File: config.mk
export PLATFORM = sky130hd
export DESIGN_NAME = uart_rx_fifo_t_flat
export DESIGN_NICKNAME = d
export VERILOG_FILES = /design/src/rtl/uart_pkg.sv /design/src/rtl/uart_rx_fifo_t_if.sv /design/src/rtl/sync_fifo_t.sv /design/src/rtl/uart_rx_fifo_t.sv /design/src/flat_wrapper.sv
export SDC_FILE = /design/constraint.sdc
export NUM_CORES = 1
export LEC_CHECK = 0
export ABC_AREA = 1
export BUFFER_PORTS_ARGS = -buffer_cell sky130_fd_sc_hd__buf_2
export CAP_MARGIN = 20
export CELL_PAD_IN_SITES_DETAIL_PLACEMENT = 1
export CELL_PAD_IN_SITES_GLOBAL_PLACEMENT = 1
export CORE_ASPECT_RATIO = 1.4
export CORE_MARGIN = 1.5
export CORE_UTILIZATION = 41
export DETAILED_ROUTE_END_ITERATION = 7
export PLACE_DENSITY = 0.75
export REMOVE_ABC_BUFFERS = 1
export SYNTH_ARGS = -nofsm -noshare
export SYNTH_HDL_FRONTEND = slang
export SYNTH_SLANG_ARGS = --single-unit
export TNS_END_PERCENT = 20
File: constraint.sdc
create_clock -name clk -period 2.4 [get_ports clk]
set_input_delay 0.24 -clock clk [delete_from_list [all_inputs] [get_ports clk]]
set_output_delay 0.24 -clock clk [all_outputs]
set_load 0.01 [all_outputs]
File: src/rtl/uart_pkg.sv
// Shared UART definitions: register offsets, FSM states, parity modes, STATUS bit positions.
package uart_pkg;

  localparam logic [7:0] REG_DATA   = 8'h00;
  localparam logic [7:0] REG_DIV    = 8'h04;
  localparam logic [7:0] REG_STATUS = 8'h08;
  localparam logic [7:0] REG_IRQ_EN = 8'h0C;

  localparam int DIV_W = 16;

  localparam int STAT_NOT_EMPTY = 0;
  localparam int STAT_BUSY      = 1;
  localparam int STAT_OVERRUN   = 2;
  localparam int STAT_FERR      = 3;
  localparam int STAT_PERR      = 4;

  typedef enum logic [2:0] {
    ST_IDLE,
    ST_START,
    ST_DATA,
    ST_PARITY,
    ST_STOP,
    ST_BREAK
  } rx_state_e;

  typedef enum logic [1:0] {
    PAR_NONE = 2'd0,
    PAR_ODD  = 2'd1,
    PAR_EVEN = 2'd2
  } parity_e;

endpackage

File: src/rtl/uart_rx_fifo_t_if.sv
// Peripheral bus port of the UART receiver: qualified strobes, byte address, write and read data.
interface uart_rx_fifo_t_if;
  logic        wen;
  logic        ren;
  logic [31:0] addr;
  logic [31:0] wdata;
  logic [31:0] rdata;

  modport master (output wen, output ren, output addr, output wdata, input rdata);
  modport slave  (input wen, input ren, input addr, input wdata, output rdata);
endinterface

File: src/rtl/sync_fifo_t.sv
// Single-clock FIFO with combinational head; a pop frees a slot for a push on the same edge.
module sync_fifo_t #(
  parameter int WIDTH = 8,
  parameter int DEPTH = 16
) (
  input  logic                     clk,
  input  logic                     reset,
  input  logic                     push_i,
  input  logic [WIDTH-1:0]         push_dat_i,
  input  logic                     pop_i,
  output logic [WIDTH-1:0]         head_o,
  output logic                     full_o,
  output logic                     empty_o,
  output logic [$clog2(DEPTH):0]   level_o
);

  localparam int AW = $clog2(DEPTH);
  localparam logic [AW:0] FULL_LVL = (AW+1)'(DEPTH);

  logic [WIDTH-1:0] mem_q [DEPTH];
  logic [AW-1:0]    wr_ptr_q, rd_ptr_q;
  logic [AW:0]      level_q, level_d;
  logic             push_ok, pop_ok;

  assign empty_o = (level_q == '0);
  assign full_o  = (level_q == FULL_LVL);
  assign level_o = level_q;
  assign head_o  = mem_q[rd_ptr_q];

  assign pop_ok  = pop_i & ~empty_o;
  assign push_ok = push_i & (~full_o | pop_ok);

  always_comb begin
    level_d = level_q;
    if (push_ok && !pop_ok) begin
      level_d = level_q + (AW+1)'(1);
    end else if (pop_ok && !push_ok) begin
      level_d = level_q - (AW+1)'(1);
    end
  end

  always_ff @(posedge clk or posedge reset) begin
    if (reset) begin
      wr_ptr_q <= '0;
      rd_ptr_q <= '0;
      level_q  <= '0;
    end else begin
      if (push_ok) wr_ptr_q <= wr_ptr_q + AW'(1);
      if (pop_ok)  rd_ptr_q <= rd_ptr_q + AW'(1);
      level_q <= level_d;
    end
  end

  always_ff @(posedge clk) begin
    if (push_ok) mem_q[wr_ptr_q] <= push_dat_i;
  end

endmodule

File: src/rtl/uart_rx_fifo_t.sv
// UART receiver with RX FIFO, optional parity, sticky error flags and a level interrupt.
// Bus reads return one clock after the strobe; reading DATA pops the FIFO head.
module uart_rx_fifo_t
  import uart_pkg::*;
#(
  parameter int DATA_BITS   = 8,
  parameter int FIFO_DEPTH  = 16,
  parameter int PARITY      = 0,
  parameter int DEFAULT_DIV = 8
) (
  input  logic             clk,
  input  logic             reset,
  uart_rx_fifo_t_if.slave  bus,
  input  logic             rx,
  output logic             irq
);

  localparam int LW = $clog2(FIFO_DEPTH);
  localparam logic [2:0] BIT_LAST = 3'(DATA_BITS - 1);

  logic rx_meta_q, rx_sync_q, rx_dly_q;
  logic rx_fall;

  rx_state_e              state_q;
  logic [DIV_W-1:0]       cnt_q;
  logic [2:0]             bit_idx_q;
  logic [DATA_BITS-1:0]   shift_q;
  logic                   par_err_q;
  logic                   push_q, set_ferr_q, set_perr_q;
  logic                   exp_par;

  logic [DIV_W-1:0] clk_div_q;
  logic [1:0]       irq_en_q;
  logic             ovr_q, ferr_q, perr_q, irq_q;
  logic [31:0]      rdata_q, rdata_d, status_w;

  logic [7:0] offs;
  logic wr_div, wr_ien, w1c, rd_pop, set_ovr, busy;

  logic [DATA_BITS-1:0] head;
  logic                 full, empty;
  logic [LW:0]          level;

  logic unused_bus_bits;
  assign unused_bus_bits = ^{bus.addr[31:8], bus.wdata[31:16]};

  assign offs   = bus.addr[7:0];
  assign wr_div = bus.wen & (offs == REG_DIV);
  assign wr_ien = bus.wen & (offs == REG_IRQ_EN);
  assign w1c    = bus.wen & (offs == REG_STATUS);
  assign rd_pop = bus.ren & (offs == REG_DATA);
  assign busy   = (state_q != ST_IDLE);

  // Third flop only remembers the previous synchronised level for edge detection.
  always_ff @(posedge clk or posedge reset) begin
    if (reset) begin
      rx_meta_q <= 1'b1;
      rx_sync_q <= 1'b1;
      rx_dly_q  <= 1'b1;
    end else begin
      rx_meta_q <= rx;
      rx_sync_q <= rx_meta_q;
      rx_dly_q  <= rx_sync_q;
    end
  end
  assign rx_fall = rx_dly_q & ~rx_sync_q;

  assign exp_par = (PARITY == int'(PAR_ODD)) ? ~^shift_q : ^shift_q;

  always_ff @(posedge clk or posedge reset) begin
    if (reset) begin
      state_q    <= ST_IDLE;
      cnt_q      <= '0;
      bit_idx_q  <= '0;
      shift_q    <= '0;
      par_err_q  <= 1'b0;
      push_q     <= 1'b0;
      set_ferr_q <= 1'b0;
      set_perr_q <= 1'b0;
    end else begin
      push_q     <= 1'b0;
      set_ferr_q <= 1'b0;
      set_perr_q <= 1'b0;
      if (wr_div) begin
        state_q <= ST_IDLE;
      end else begin
        case (state_q)
          ST_IDLE: begin
            if (rx_fall) begin
              state_q <= ST_START;
              cnt_q   <= clk_div_q >> 1;
            end
          end
          ST_START: begin
            if (cnt_q == '0) begin
              if (!rx_sync_q) begin
                state_q   <= ST_DATA;
                cnt_q     <= clk_div_q;
                bit_idx_q <= '0;
                par_err_q <= 1'b0;
              end else begin
                state_q <= ST_IDLE;
              end
            end else begin
              cnt_q <= cnt_q - 1'b1;
            end
          end
          ST_DATA: begin
            if (cnt_q == '0) begin
              shift_q <= {rx_sync_q, shift_q[DATA_BITS-1:1]};
              cnt_q   <= clk_div_q;
              if (bit_idx_q == BIT_LAST) begin
                state_q <= (PARITY != 0) ? ST_PARITY : ST_STOP;
              end else begin
                bit_idx_q <= bit_idx_q + 3'd1;
              end
            end else begin
              cnt_q <= cnt_q - 1'b1;
            end
          end
          ST_PARITY: begin
            if (cnt_q == '0) begin
              par_err_q <= (rx_sync_q != exp_par);
              cnt_q     <= clk_div_q;
              state_q   <= ST_STOP;
            end else begin
              cnt_q <= cnt_q - 1'b1;
            end
          end
          ST_STOP: begin
            if (cnt_q == '0) begin
              if (rx_sync_q) begin
                if (par_err_q) set_perr_q <= 1'b1;
                else           push_q     <= 1'b1;
                state_q <= ST_IDLE;
              end else begin
                set_ferr_q <= 1'b1;
                state_q    <= ST_BREAK;
              end
            end else begin
              cnt_q <= cnt_q - 1'b1;
            end
          end
          ST_BREAK: begin
            if (rx_sync_q) state_q <= ST_IDLE;
          end
          default: state_q <= ST_IDLE;
        endcase
      end
    end
  end

  sync_fifo_t #(.WIDTH(DATA_BITS), .DEPTH(FIFO_DEPTH)) u_fifo (
    .clk       (clk),
    .reset     (reset),
    .push_i    (push_q),
    .push_dat_i(shift_q),
    .pop_i     (rd_pop),
    .head_o    (head),
    .full_o    (full),
    .empty_o   (empty),
    .level_o   (level)
  );

  // A same-cycle pop makes room, so only an unrelieved full FIFO overruns.
  assign set_ovr = push_q & full & ~(rd_pop & ~empty);

  always_comb begin
    status_w                 = '0;
    status_w[STAT_NOT_EMPTY] = ~empty;
    status_w[STAT_BUSY]      = busy;
    status_w[STAT_OVERRUN]   = ovr_q;
    status_w[STAT_FERR]      = ferr_q;
    status_w[STAT_PERR]      = perr_q;
    status_w[15:8]           = 8'(level);
  end

  always_comb begin
    rdata_d = '0;
    case (offs)
      REG_DATA:   rdata_d = empty ? 32'd0 : {23'd0, 1'b1, 8'(head)};
      REG_DIV:    rdata_d = 32'(clk_div_q);
      REG_STATUS: rdata_d = status_w;
      REG_IRQ_EN: rdata_d = {30'd0, irq_en_q};
      default:    rdata_d = '0;
    endcase
  end

  always_ff @(posedge clk or posedge reset) begin
    if (reset) begin
      clk_div_q <= DIV_W'(DEFAULT_DIV);
      irq_en_q  <= '0;
      ovr_q     <= 1'b0;
      ferr_q    <= 1'b0;
      perr_q    <= 1'b0;
      irq_q     <= 1'b0;
      rdata_q   <= '0;
    end else begin
      if (wr_div) clk_div_q <= bus.wdata[DIV_W-1:0];
      if (wr_ien) irq_en_q  <= bus.wdata[1:0];
      ovr_q  <= set_ovr    | (ovr_q  & ~(w1c & bus.wdata[STAT_OVERRUN]));
      ferr_q <= set_ferr_q | (ferr_q & ~(w1c & bus.wdata[STAT_FERR]));
      perr_q <= set_perr_q | (perr_q & ~(w1c & bus.wdata[STAT_PERR]));
      irq_q  <= (irq_en_q[0] & ~empty) | (irq_en_q[1] & (ovr_q | ferr_q | perr_q));
      if (bus.ren) rdata_q <= rdata_d;
    end
  end

  assign bus.rdata = rdata_q;
  assign irq       = irq_q;

endmodule

File: src/flat_wrapper.sv
// flat-port wrapper written by rule: the top's interface ports become plain ports
module uart_rx_fifo_t_flat import uart_pkg::*;
#(
  parameter int DATA_BITS   = 8,
  parameter int FIFO_DEPTH  = 16,
  parameter int PARITY      = 0,
  parameter int DEFAULT_DIV = 8
)
  (clk, reset, rx, irq, bus_wen, bus_ren, bus_addr, bus_wdata, bus_rdata);
  uart_rx_fifo_t_if bus_i ();
  input  logic clk;
  input  logic reset;
  input  logic rx;
  output logic irq;
  input wire logic [$bits(bus_i.wen)-1:0] bus_wen;
  input wire logic [$bits(bus_i.ren)-1:0] bus_ren;
  input wire logic [$bits(bus_i.addr)-1:0] bus_addr;
  input wire logic [$bits(bus_i.wdata)-1:0] bus_wdata;
  output wire logic [$bits(bus_i.rdata)-1:0] bus_rdata;
  assign bus_i.wen = bus_wen;
  assign bus_i.ren = bus_ren;
  assign bus_i.addr = bus_addr;
  assign bus_i.wdata = bus_wdata;
  assign bus_rdata = bus_i.rdata;
  uart_rx_fifo_t #(.DATA_BITS(DATA_BITS), .FIFO_DEPTH(FIFO_DEPTH), .PARITY(PARITY), .DEFAULT_DIV(DEFAULT_DIV)) u_core (.clk(clk), .reset(reset), .bus(bus_i), .rx(rx), .irq(irq));
endmodule
==> results of run 1 <==
## per-layer routing
metal / global-route usage / up-vias / share of wire
met5: 0 / - / 0
met4: 0.110 / 0 / 0.045
met3: 0.0274 / 73 / 0.031
met2: 0.458 / 178 / 0.55
met1: 0.249 / 4226 / 0.37
li1: - / 4146 / -
## layout make-up
type                    instances  area, µm²  area share
clock buffers                  29        618      0.0497
repair buffers                126        895      0.0719
multi-input cells             831       3880       0.312
inverters                     126        483      0.0388
clock inverters                11        114     0.00915
flip-flops and latches        216       6050       0.487
well taps                     319        399      0.0321
## final timing paths
check / end / slack [ns] / cells after the start
setup / recovery: u_core.u_fifo.level_o[4] / 0.06 / 14
hold / removal: u_core.clk_div_q[3] / 0.02 / 3
setup reg to reg: u_core.u_fifo.level_o[4] / 0.06 / 14
hold reg to reg: u_core.rx_sync_q / 0.36 / 0
max in group asynchronous: u_core.clk_div_q[3] / 1.43 / 4
min in group asynchronous: u_core.shift_q[2] / 0.29 / 3
## power breakdown
group          total, mW  switching, mW  internal, mW
logic               2.17           1.48         0.694
clock network       3.51           1.47          2.04
registers           4.31          0.213          4.10
## worst min-delay path: cells and delay by family
kind / cells / cell delay [ns]
AO/OA/AOI/OAI: 1 / 0.09
buffers and inverters: 2 / 0.18
## synth_stat cells (all sizes together)
cell type	n
or2	2
dfrtp	84
buf	36
nand2	393
conb	1
dfstp	4
ha	13
edfxtp	128
nor4	1
o22ai	6
clkbuf	18
fa	1
inv	124
o21ai	64
clkinv	2
o31ai	1
xnor2	3
nor2	116
o21bai	3
nand3b	4
nand3	136
o211ai	9
nand4	10
xor2	7
nor3	20
a21oi	26
## registers in the layout, summed over array words and instances (netlist names)
register and flops:
u_core.push_q 1, u_core.par_err_q 1, u_core.set_ferr_q 1, u_core.rx_dly_q 1, u_core.set_perr_q 1, u_core.u_fifo.wr_ptr_q 4, u_core.bus.rdata 16, u_core.u_fifo.mem_q 128
u_core.shift_q 8, u_core.state_q 3, u_core.irq_en_q 2, u_core.ferr_q 1, u_core.perr_q 1, u_core.cnt_q 16, u_core.rx_sync_q 1, u_core.clk_div_q 16
u_core.ovr_q 1, u_core.u_fifo.level_o 5, u_core.u_fifo.rd_ptr_q 4, u_core.bit_idx_q 3, u_core.rx_meta_q 1, u_core.irq 1
## metrics by stage
stage,setup TNS (ns),cells
finish,0,1658
global route,-0.115,1658
CTS,0,1657
detailed placement,-0.513,1604
global placement,-0.150,1604
floorplan,-17.06,1173
## cell families after synthesis
logic type	count (synthesis)	share of synthesized area
AOI/OAI and AO/OA	109	0.0582
xor gates and xnor gates	10	0.00828
and+or+nand+nor	682	0.272
other	1	0.000354
adders and majority gates	14	0.0173
DFF	216	0.572
buffers and inverters	180	0.0725
## layout by cell type (no fill, tap or decap), types with 7 or more instances in the layout
| master | synthesis | routed |
|---|---|---|
| o21ai_1 | 7 | 8 |
| nand2_1 | 389 | 386 |
| conb_1 | 1 | 16 |
| nor2_1 | 110 | 107 |
| dfrtp_1 | 84 | 83 |
| edfxtp_1 | 128 | 128 |
| nand3_1 | 134 | 133 |
| o21ai_0 | 52 | 50 |
| inv_2 | 7 | 9 |
| buf_4 | 18 | 65 |
| inv_1 | 116 | 112 |
| nand4_1 | 10 | 10 |
| xor2_1 | 7 | 7 |
| clkbuf_16 | 0 | 23 |
| nor3_1 | 19 | 19 |
| dlygate4sd3_1 | 0 | 13 |
| o211ai_1 | 9 | 9 |
| a21oi_1 | 25 | 24 |
| buf_2 | 10 | 45 |
| ha_1 | 13 | 11 |
## timing repair
| action | 4_1_cts | 5_1_grt |
|---|---|---|
| setup buffers | 0 | 1 |
| hold endpoints to repair | 40 | 0 |
| pin swaps | 0 | 6 |
| setup endpoints to repair | 2 | 3 |
| hold buffers | 13 | 0 |
| gates resized for setup | 5 | 16 |
==> metrics.md, run 1 <==
| Metric | Value |
|---|---|
| Main area contributors after synthesis | `edfxtp_1 (36%), dfrtp_1 (20%), nand2_1 (14%), nand3_1 (6.3%), inv_1 (4.1%)` |
| Post-route setup slack | `0.0570 ns` |
| Crit path largest cell delay | `slightly below 0.4 ns` |
| CP Capture Type | `flip-flop` |
| Pwr dens | `between 800 and 900 mW/mm²` |
| Drt drc | `0` |
| Pre-CTS setup slack | `-0.286 ns` |
| Start point of the worst hold path | `bus_wdata[3]` |
| Clk slew on worst S/H paths | `0.06 ns` |
| Fin area | `about 0.012 mm²` |
| TritonRoute pass-1 iters | `5` |
| GRT Total Usage | `0.234` |
| WL per Instance | `~19 µm` |
| Mapped Area | `between 0.01 and 0.015 mm²` |
| Synth Warn # | `0` |
| Die width | `around 140 µm` |
| RR Startpoint | `u_core.u_fifo.level_o[2]` |
| CTS Buf Count | `22` |
| Actual slew at the worst max-slew pin | `just under 0.8 ns` |
| Util after Layout | `0.490` |
| Vias in the first global route | `approximately 9200` |
| Die Ht | `~190 µm` |
| Slew Limit Fails | `0` |
| Drt initial violations | `395` |
| Clock root buffer | `clkbuf_16` |
| Kind of path behind the tightest hold check | `in -> reg` |
| Total power | `about 10 mW` |
| Maximum VDD drop | `a little under 0.0007 V` |
| Core box area | `between 0.02 and 0.03 mm²` |
| Crit path from | `u_core.u_fifo.level_o[2]` |
| Most used cell, CP | `nor2_2` |
| Worst path bufs/invs | `3` |
| DR vias | `~8600` |
| Ant. Diodes | `0` |
| Crit Path Max Fanout | `5` |
| Max cap viols | `0` |
| Layout cells sized above 1 | `0.149` |
| Fmax | `roughly 0.43 GHz` |
| Hold slack | `0.0197 ns` |
| Cells after Synth | `approximately 1200` |
| Endpoints failing setup | `0` |
| Min cycle time layout | `between 2 and 2.5 ns` |
| Worst Path Arrival | `around 2.7 ns` |
| Total Wirelength | `between 30000 and 40000 µm` |
| Worst setup SP type | `flip-flop` |
| Vias per cell | `around 5.2` |
| Placer congestion estimate | `0.907` |
| CTS tree | `yes` |
| Period Utilization, post-route | `0.976` |
| Post-synthesis cell type count | `42` |
| Fin nets | `approximately 1400` |
| First-pass GRT wire length | `48700 µm` |
| Clk sink count | `216` |
| Post-synthesis sequential area ratio | `0.572` |
| Status | `complete, no violations` |
| Hold Fails Final Rpt | `0` |
| Largest area contributor in the netlist | `edfxtp_1` |
| Category of the most critical setup path | `reg -> reg` |
| Area share of the largest cell type after synthesis | `0.363` |
| Static leakage | `5.66 nW` |
| Post-DRT Antenna Nets | `0` |
| Worst-Skew Late Latency | `0.51 ns` |
| Top Ports | `102` |
| Layout Area Growth over Synthesis | `17.5%` |
| Worst Skew | `around 0.0085 ns` |
| Mean post-synth cell area | `approximately 8.7 µm²` |
| Filler cells | `roughly 3000` |
| Placed cell areas | `around 0.012 mm²` |
| Initial core utilization | `0.417` |
| RSZ-0062 raised after global routing | `true` |
| H-tree depth | `1` |
| Worst-path cell chain | `nor2_2, nand3_2, o21ai_2, inv_2, nand2_2, buf_6, ha_4, inv_6, fa_2, a21oi_2, nor2_2, o21ai_1, nand3_1, xor2_1` |
| Initial antenna violation count | `0` |
| Clock buffer depth | `3` |
| # port buffers | `45` |
| CP max stage cell | `dfrtp_1` |
| Detailed-placement wirelength estimate | `22400 µm` |
| Largest net degree at the start of global routing | `59` |
| Worst slew margin | `0.481` |
| GRT overflow | `0` |
| Synth Register Bits | `~220` |
| Crit-path leading delay family | `simple AND/OR/NAND/NOR gates` |
| Critical Path RT | `2.79 ns` |
| Row count | `slightly below 70` |
| Full die area | `~0.027 mm²` |
(Power assumes the default switching activity.)
==> run 2: changes to the inputs <==
CAP_MARGIN = unset   (was 20)
SLEW_MARGIN = 25   (was unset)
clock period = 1.9 ns   (was 2.4 ns; I/O delays follow)
==> run 2 against run 1 <==
The run now ends with negative setup slack left; hold slack got worse by 0.0063 ns; first-iteration DRC count grew 24%; clock skew increased by 0.0042 ns; utilization grew 2.5 points; maximum frequency up 0.65%; final cell count rose by 3.8%; routed wire length rose by 3.0%; register-to-register slack got worse by 0.48 ns.
==> metrics.md, run 2 (synthesis gave the netlist of run 1 again) <==
| Metric | Value |
|---|---|
| CP Capture Type | `flip-flop` |
| Commonest non-fill, non-tap cell in the layout | `nand2_1` |
| Clock root buffer | `clkbuf_16` |
| Min cycle time layout | `between 2 and 2.5 ns` |
| TritonRoute pass-1 iters | `4` |
| Placer congestion estimate | `slightly above 0.9` |
| Reg2Reg Capture Point | `u_core.u_fifo.level_o[4]` |
| Total negative slack | `-1.48 ns` |
| Worst path bufs/invs | `4` |
| Ant. Diodes | `0` |
| Largest Register | `u_core.u_fifo.mem_q` |
| Row count | `approximately 70` |
| Die width | `roughly 140 µm` |
| Period Utilization, post-route | `1.23` |
| Top Ports | `102` |
| GRT overflow | `0` |
| Pre-CTS setup slack | `-0.799 ns` |
| Worst-path cell chain | `inv_1, nand3_2, o21ai_2, inv_2, nand2_4, buf_6, ha_4, inv_4, fa_2, a21oi_4, nor2_2, o21ai_1, nand3_2, xor2_1` |
| Endpoints failing setup | `16` |
| Hold path cells | `3` |
| Category of the most critical setup path | `reg -> reg` |
| Worst Skew | `~0.013 ns` |
| Worst Hold End | `u_core.clk_div_q[1]` |
| Pwr dens | `~970 mW/mm²` |
| GRT Total Usage | `0.240` |
| Layout Area Growth over Synthesis | `23.5%` |
| WL per Instance | `18.7 µm` |
| H-tree depth | `1` |
| First-pass GRT wire length | `around 50000 µm` |
| Placed cell areas | `between 0.01 and 0.015 mm²` |
| Clock buffer depth | `3` |
| Crit-path leading delay family | `adder cells` |
| Worst r2r path cells | `14` |
| Max FFs per register | `around 130` |
| Kind of path behind the tightest hold check | `in -> reg` |
| Largest net degree at the start of global routing | `49` |
| Worst slew margin | `0.655` |
| Critical Path RT | `roughly 2.3 ns` |
| Die Ht | `193 µm` |
| Actual slew at the worst max-slew pin | `between 0.5 and 0.6 ns` |
| Clk slew on worst S/H paths | `roughly 0.070 ns` |
| CP max stage cell | `dfrtp_1` |
| Post-DRT Antenna Nets | `0` |
| Commonest non-fill, non-tap cells in the layout | `nand2_1 (381), nand3_1 (128), edfxtp_1 (128), buf_4 (115), inv_1 (110)` |
| CTS Buf Count | `22` |
| Most used cell, CP | `nand3_2` |
| Worst-Skew Late Latency | `0.52 ns` |
| Fmax | `0.430 GHz` |
| # port buffers | `45` |
| Status | `finished, violations left` |
| Max cap viols | `0` |
| Layout cells sized above 1 | `0.200` |
| Start point of the worst hold path | `bus_wdata[1]` |
| RR Startpoint | `u_core.u_fifo.level_o[3]` |
| Crit Path Max Fanout | `4` |
| Drt drc | `0` |
| R2r setup slk | `-0.43 ns` |
| Fin nets | `1469` |
| Static leakage | `6.00 nW` |
| Initial core utilization | `0.417` |
| Slew Limit Fails | `0` |
| Detailed-placement wirelength estimate | `approximately 24000 µm` |
| Crit path largest cell delay | `0.40 ns` |
| Maximum VDD drop | `approximately 0.00073 V` |
| Core box area | `between 0.02 and 0.03 mm²` |
| Full die area | `around 0.027 mm²` |
| Hold Fails Final Rpt | `0` |
| Worst setup SP type | `flip-flop` |
| Initial antenna violation count | `1` |
| Worst Path Arrival | `about 2.7 ns` |
| Fin area | `between 0.01 and 0.015 mm²` |
| CTS tree | `yes` |
| Total Wirelength | `32100 µm` |
| Drt initial violations | `about 500` |
| Vias per cell | `5.20` |
| RSZ-0062 raised after global routing | `true` |
| Failing checks | `negative setup slack` |
| Total power | `12.7 mW` |
| Post-route setup slack | `-0.428 ns` |
| Clk sink count | `about 220` |
| Vias in the first global route | `~9600` |
| DR vias | `roughly 9000` |
[run 2: worst reg2reg max path: cells and delay by family (launching register included)]
kind / cells / cell delay, ns
xor+xnor: 1 / 0.16
buf+inv: 4 / 0.34
fa+ha+maj: 2 / 0.51
compound gates: 3 / 0.46
flops: 1 / 0.40
simple gates: 4 / 0.33
[run 2: layer usage]
layer,track usage,routed length [µm],part of all wire
met5,0,0,0
met2,0.471,17400,0.54
met1,0.251,11900,0.37
met4,0.131,1830,0.057
met3,0.0252,951,0.030
[run 2: repair_timing]
item	4_1_cts	5_1_grt
gates resized for setup	30	27
setup endpoints to repair	127	154
pin swaps	12	13
hold endpoints to repair	47	0
hold buffers	17	0
buffers inserted	5	8
[run 2: area by class of cell]
cell class	instances	area [µm²]
Fill cell	3010	12300
Clock inverter	14	76.3
Inverter	126	487
Clock buffer	26	587
Timing Repair Buffer	189	1470
Multi-Input combinational cell	831	4000
Tap cell	319	399
Sequential cell	216	6050
[run 2: through the flow]
step	util	hold WS (ns)	std cells
CTS	0.509	0.000455	1714
global route	0.515	0.0164	1721
global placement	0.471	0.268	1652
finish	0.515	0.0134	1721
floorplan	-	0.194	1173
detailed placement	0.471	0.264	1652
[run 2: worst max-delay path by stage]
| stage | start | to | slack, ns | cells after the start |
|---|---|---|---|---|
| floorplan | u_core.u_fifo.rd_ptr_q[0] | u_core.bus.rdata[3] | -1.50 | 10 |
| global placement | bus_addr[1] | u_core.u_fifo.level_o[4] | -0.57 | 18 |
| detailed placement | bus_addr[1] | u_core.u_fifo.level_o[4] | -0.80 | 18 |
| CTS | u_core.u_fifo.level_o[2] | u_core.u_fifo.level_o[4] | -0.47 | 14 |
| global route | u_core.u_fifo.level_o[0] | u_core.u_fifo.level_o[4] | -0.56 | 17 |
| finish | u_core.u_fifo.level_o[3] | u_core.u_fifo.level_o[4] | -0.43 | 14 |
[run 2: where the power goes]
part           internal [mW]  total, mW  leakage (nW)  switching (mW)
registers               5.18       5.42          2.40           0.241
clock network           2.21       4.08         0.321            1.87
logic                   1.20       3.23          3.27            2.02
==> run 3: changes to the inputs <==
CORE_ASPECT_RATIO = 0.75   (was 1.4)
CORE_MARGIN = unset   (was 1.5)
==> run 3 against run 2 <==
The flow still finishes with violations (negative setup slack); utilization rose by 1.8 points; clock-buffer cell count rose by 3; global-route usage rose by 2.1 points; routed wire length rose by 8.2%; critical endpoint is now u_core.u_fifo.level_o[3]; final area rose by 2.6%; setup slack got worse by 0.28 ns.
==> metrics.md, run 3 (synthesis gave the netlist of run 1 again) <==
| Metric | Value |
|---|---|
| Status | `finished, violations left` |
| Failing checks | `negative setup slack` |
| Fmax | `around 0.38 GHz` |
| Clk sink count | `216` |
| Area of the multi-input gates | `between 0.004 and 0.005 mm²` |
| Post-DRT Antenna Nets | `0` |
| Worst slew margin | `0.646` |
| Die width | `approximately 190 µm` |
| Gate power share | `0.246` |
| Flop pwr share | `0.393` |
| Max cap viols | `0` |
| Worst Skew | `between 0.009 and 0.01 ns` |
| Commonest non-fill, non-tap cell in the layout | `nand2_1` |
| Worst Path Arrival | `approximately 3.1 ns` |
| Pre-CTS setup slack | `-0.759 ns` |
| Internal | `9.46 mW` |
| Static leakage | `6.14 nW` |
| Layout cells sized above 1 | `0.213` |
| Drt drc | `0` |
| Min cycle time layout | `about 2.6 ns` |
| Actual slew at the worst max-slew pin | `around 0.53 ns` |
| Commonest non-fill, non-tap cells in the layout | `nand2_1 (381), nand3_1 (128), edfxtp_1 (128), buf_4 (118), inv_1 (109)` |
| Worst-path cell chain | `nor2_2, nand3_2, o21ai_4, inv_2, nand2_4, nand2_2, nand2_2, inv_2, ha_4, inv_6, ha_4, buf_6, a21oi_2, nand2_1, o21ai_1, a21oi_1, a21oi_2` |
| Category of the most critical setup path | `reg -> reg` |
| Core box area | `0.0251 mm²` |
| Full die area | `around 0.026 mm²` |
| Max FFs per register | `between 100 and 150` |
| H-tree depth | `1` |
| Start point of the worst hold path | `bus_wdata[2]` |
| Hold Fails Final Rpt | `0` |
| WL per Instance | `19.8 µm` |
| Worst r2r path cells | `17` |
| Endpoints failing setup | `between 100 and 150` |
| RR Startpoint | `u_core.u_fifo.level_o[0]` |
| Filler cells | `~3000` |
| Total Wirelength | `between 30000 and 40000 µm` |
| Vias per cell | `5.24` |
| Period Utilization, post-route | `1.37` |
| CTS Buf Count | `24` |
| Crit Path Max Fanout | `4` |
| Largest Register | `u_core.u_fifo.mem_q` |
| Clk slew on worst S/H paths | `0.06 ns` |
| Fin nets | `1480` |
| Crit path largest cell delay | `0.39 ns` |
| CP max stage cell | `dfrtp_1` |
| Top Ports | `102` |
| Initial antenna violation count | `0` |
| Clock share of power | `0.361` |
| Maximum VDD drop | `around 0.00073 V` |
| Worst Hold End | `u_core.clk_div_q[2]` |
| DR vias | `9184` |
| Sequential cell area | `0.00605 mm²` |
| RSZ-0062 raised after global routing | `true` |
| Placer congestion estimate | `between 0.8 and 0.9` |
| Detailed-placement wirelength estimate | `23800 µm` |
| Reg2Reg Capture Point | `u_core.u_fifo.level_o[3]` |
| Net Switching | `4.39 mW` |
| Post-route setup slack | `-0.710 ns` |
| TritonRoute pass-1 iters | `5` |
| Row count | `50` |
| Die Ht | `approximately 140 µm` |
| Pwr dens | `1030 mW/mm²` |
| Util after Layout | `0.533` |
| R2r setup slk | `-0.71 ns` |
| Slew Limit Fails | `0` |
| CP Capture Type | `flip-flop` |
| GRT overflow | `0` |
| Kind of path behind the tightest hold check | `in -> reg` |
| First-pass GRT wire length | `roughly 53000 µm` |
| Clock root buffer | `clkbuf_16` |
| Vias in the first global route | `~9600` |
| GRT Total Usage | `0.261` |
| # port buffers | `45` |
| Net Sw Frac | `0.317` |
| Worst-Skew Late Latency | `~0.53 ns` |
| Worst setup SP type | `flip-flop` |
| Drt initial violations | `619` |
| Hold path cells | `3` |
| Clock buffer depth | `3` |
| Layout Area Growth over Synthesis | `26.7%` |
| Critical Path RT | `between 2 and 2.5 ns` |
| Ant. Diodes | `0` |
| Initial core utilization | `0.421` |
| CTS tree | `yes` |
| Largest net degree at the start of global routing | `between 50 and 60` |
[run 3: changes by cell type in the layout (fill, tap and decap cells not counted), moves of 3 or more]
cell	previous run	this run
clkinv_2	6	3
buf_6	3	10
bufinv_16	0	5
clkinvlp_4	4	1
nor2_1	103	100
buf_4	115	118
[run 3: worst max-delay path by stage]
stage,from,endpoint,slack (ns),depth (start not counted)
floorplan,u_core.u_fifo.rd_ptr_q[0],u_core.bus.rdata[3],-1.50,10
global placement,bus_addr[1],u_core.u_fifo.level_o[4],-0.61,18
detailed placement,bus_addr[7],u_core.u_fifo.level_o[4],-0.76,18
CTS,u_core.u_fifo.level_o[2],u_core.u_fifo.level_o[4],-0.39,16
global route,u_core.u_fifo.level_o[0],u_core.u_fifo.level_o[4],-0.75,18
finish,u_core.u_fifo.level_o[0],u_core.u_fifo.level_o[3],-0.71,17
[run 3: what timing repair did]
action | in CTS | in global routing
endpoints found under the setup margin | 140 | 162
buffers inserted | 16 | 8
hold buffers | 17 | 0
resized for setup | 36 | 41
hold endpoints to repair | 41 | 0
pin swaps | 11 | 13
[run 3: worst max-delay path: cells and delay by family, from the launching register on]
kind	cells	cell delay, ns
buf+inv	4	0.35
compound gates	5	0.77
flops	1	0.39
simple gates	6	0.64
fa+ha+maj	2	0.38
[run 3: power by group through the flow]
stage | sequential (mW) | clock [mW] | combinational [mW]
detailed placement | 5.51 | 0 | 3.08
CTS | 5.42 | 5.07 | 3.18
floorplan | 5.49 | 0 | 1.86
global placement | 5.50 | 0 | 2.96
finish | 5.45 | 5.00 | 3.41
global route | 5.47 | 5.23 | 3.77
[run 3: routing by layer]
metal	wire length, µm	global-route usage
met3	2650	0.0590
met2	15600	0.412
met5	0	0
met1	15700	0.367
met4	732	0.0608
[run 3: cell type report]
class | count | share of cell area
inverter | 126 | 0.0362
timing repair buffer | 198 | 0.116
sequential | 216 | 0.451
clock inverter | 15 | 0.0162
multi-input combinational | 831 | 0.302
clock buffer | 29 | 0.0469
tap | 338 | 0.0315
[run 3: metrics by stage]
stage | cell area (µm²) | hold slack [ns] | power [mW] | TNS [ns] | cells
global placement | 11900 | 0.217 | 8.46 | -10.31 | 1669
floorplan | 10300 | 0.194 | 7.35 | -119.19 | 1173
detailed placement | 11900 | 0.227 | 8.59 | -25.14 | 1669
finish | 13400 | 0.0228 | 13.9 | -16.89 | 1753
global route | 13400 | 0.0415 | 14.5 | -18.23 | 1753
CTS | 13200 | 0.00439 | 13.7 | -1.46 | 1746
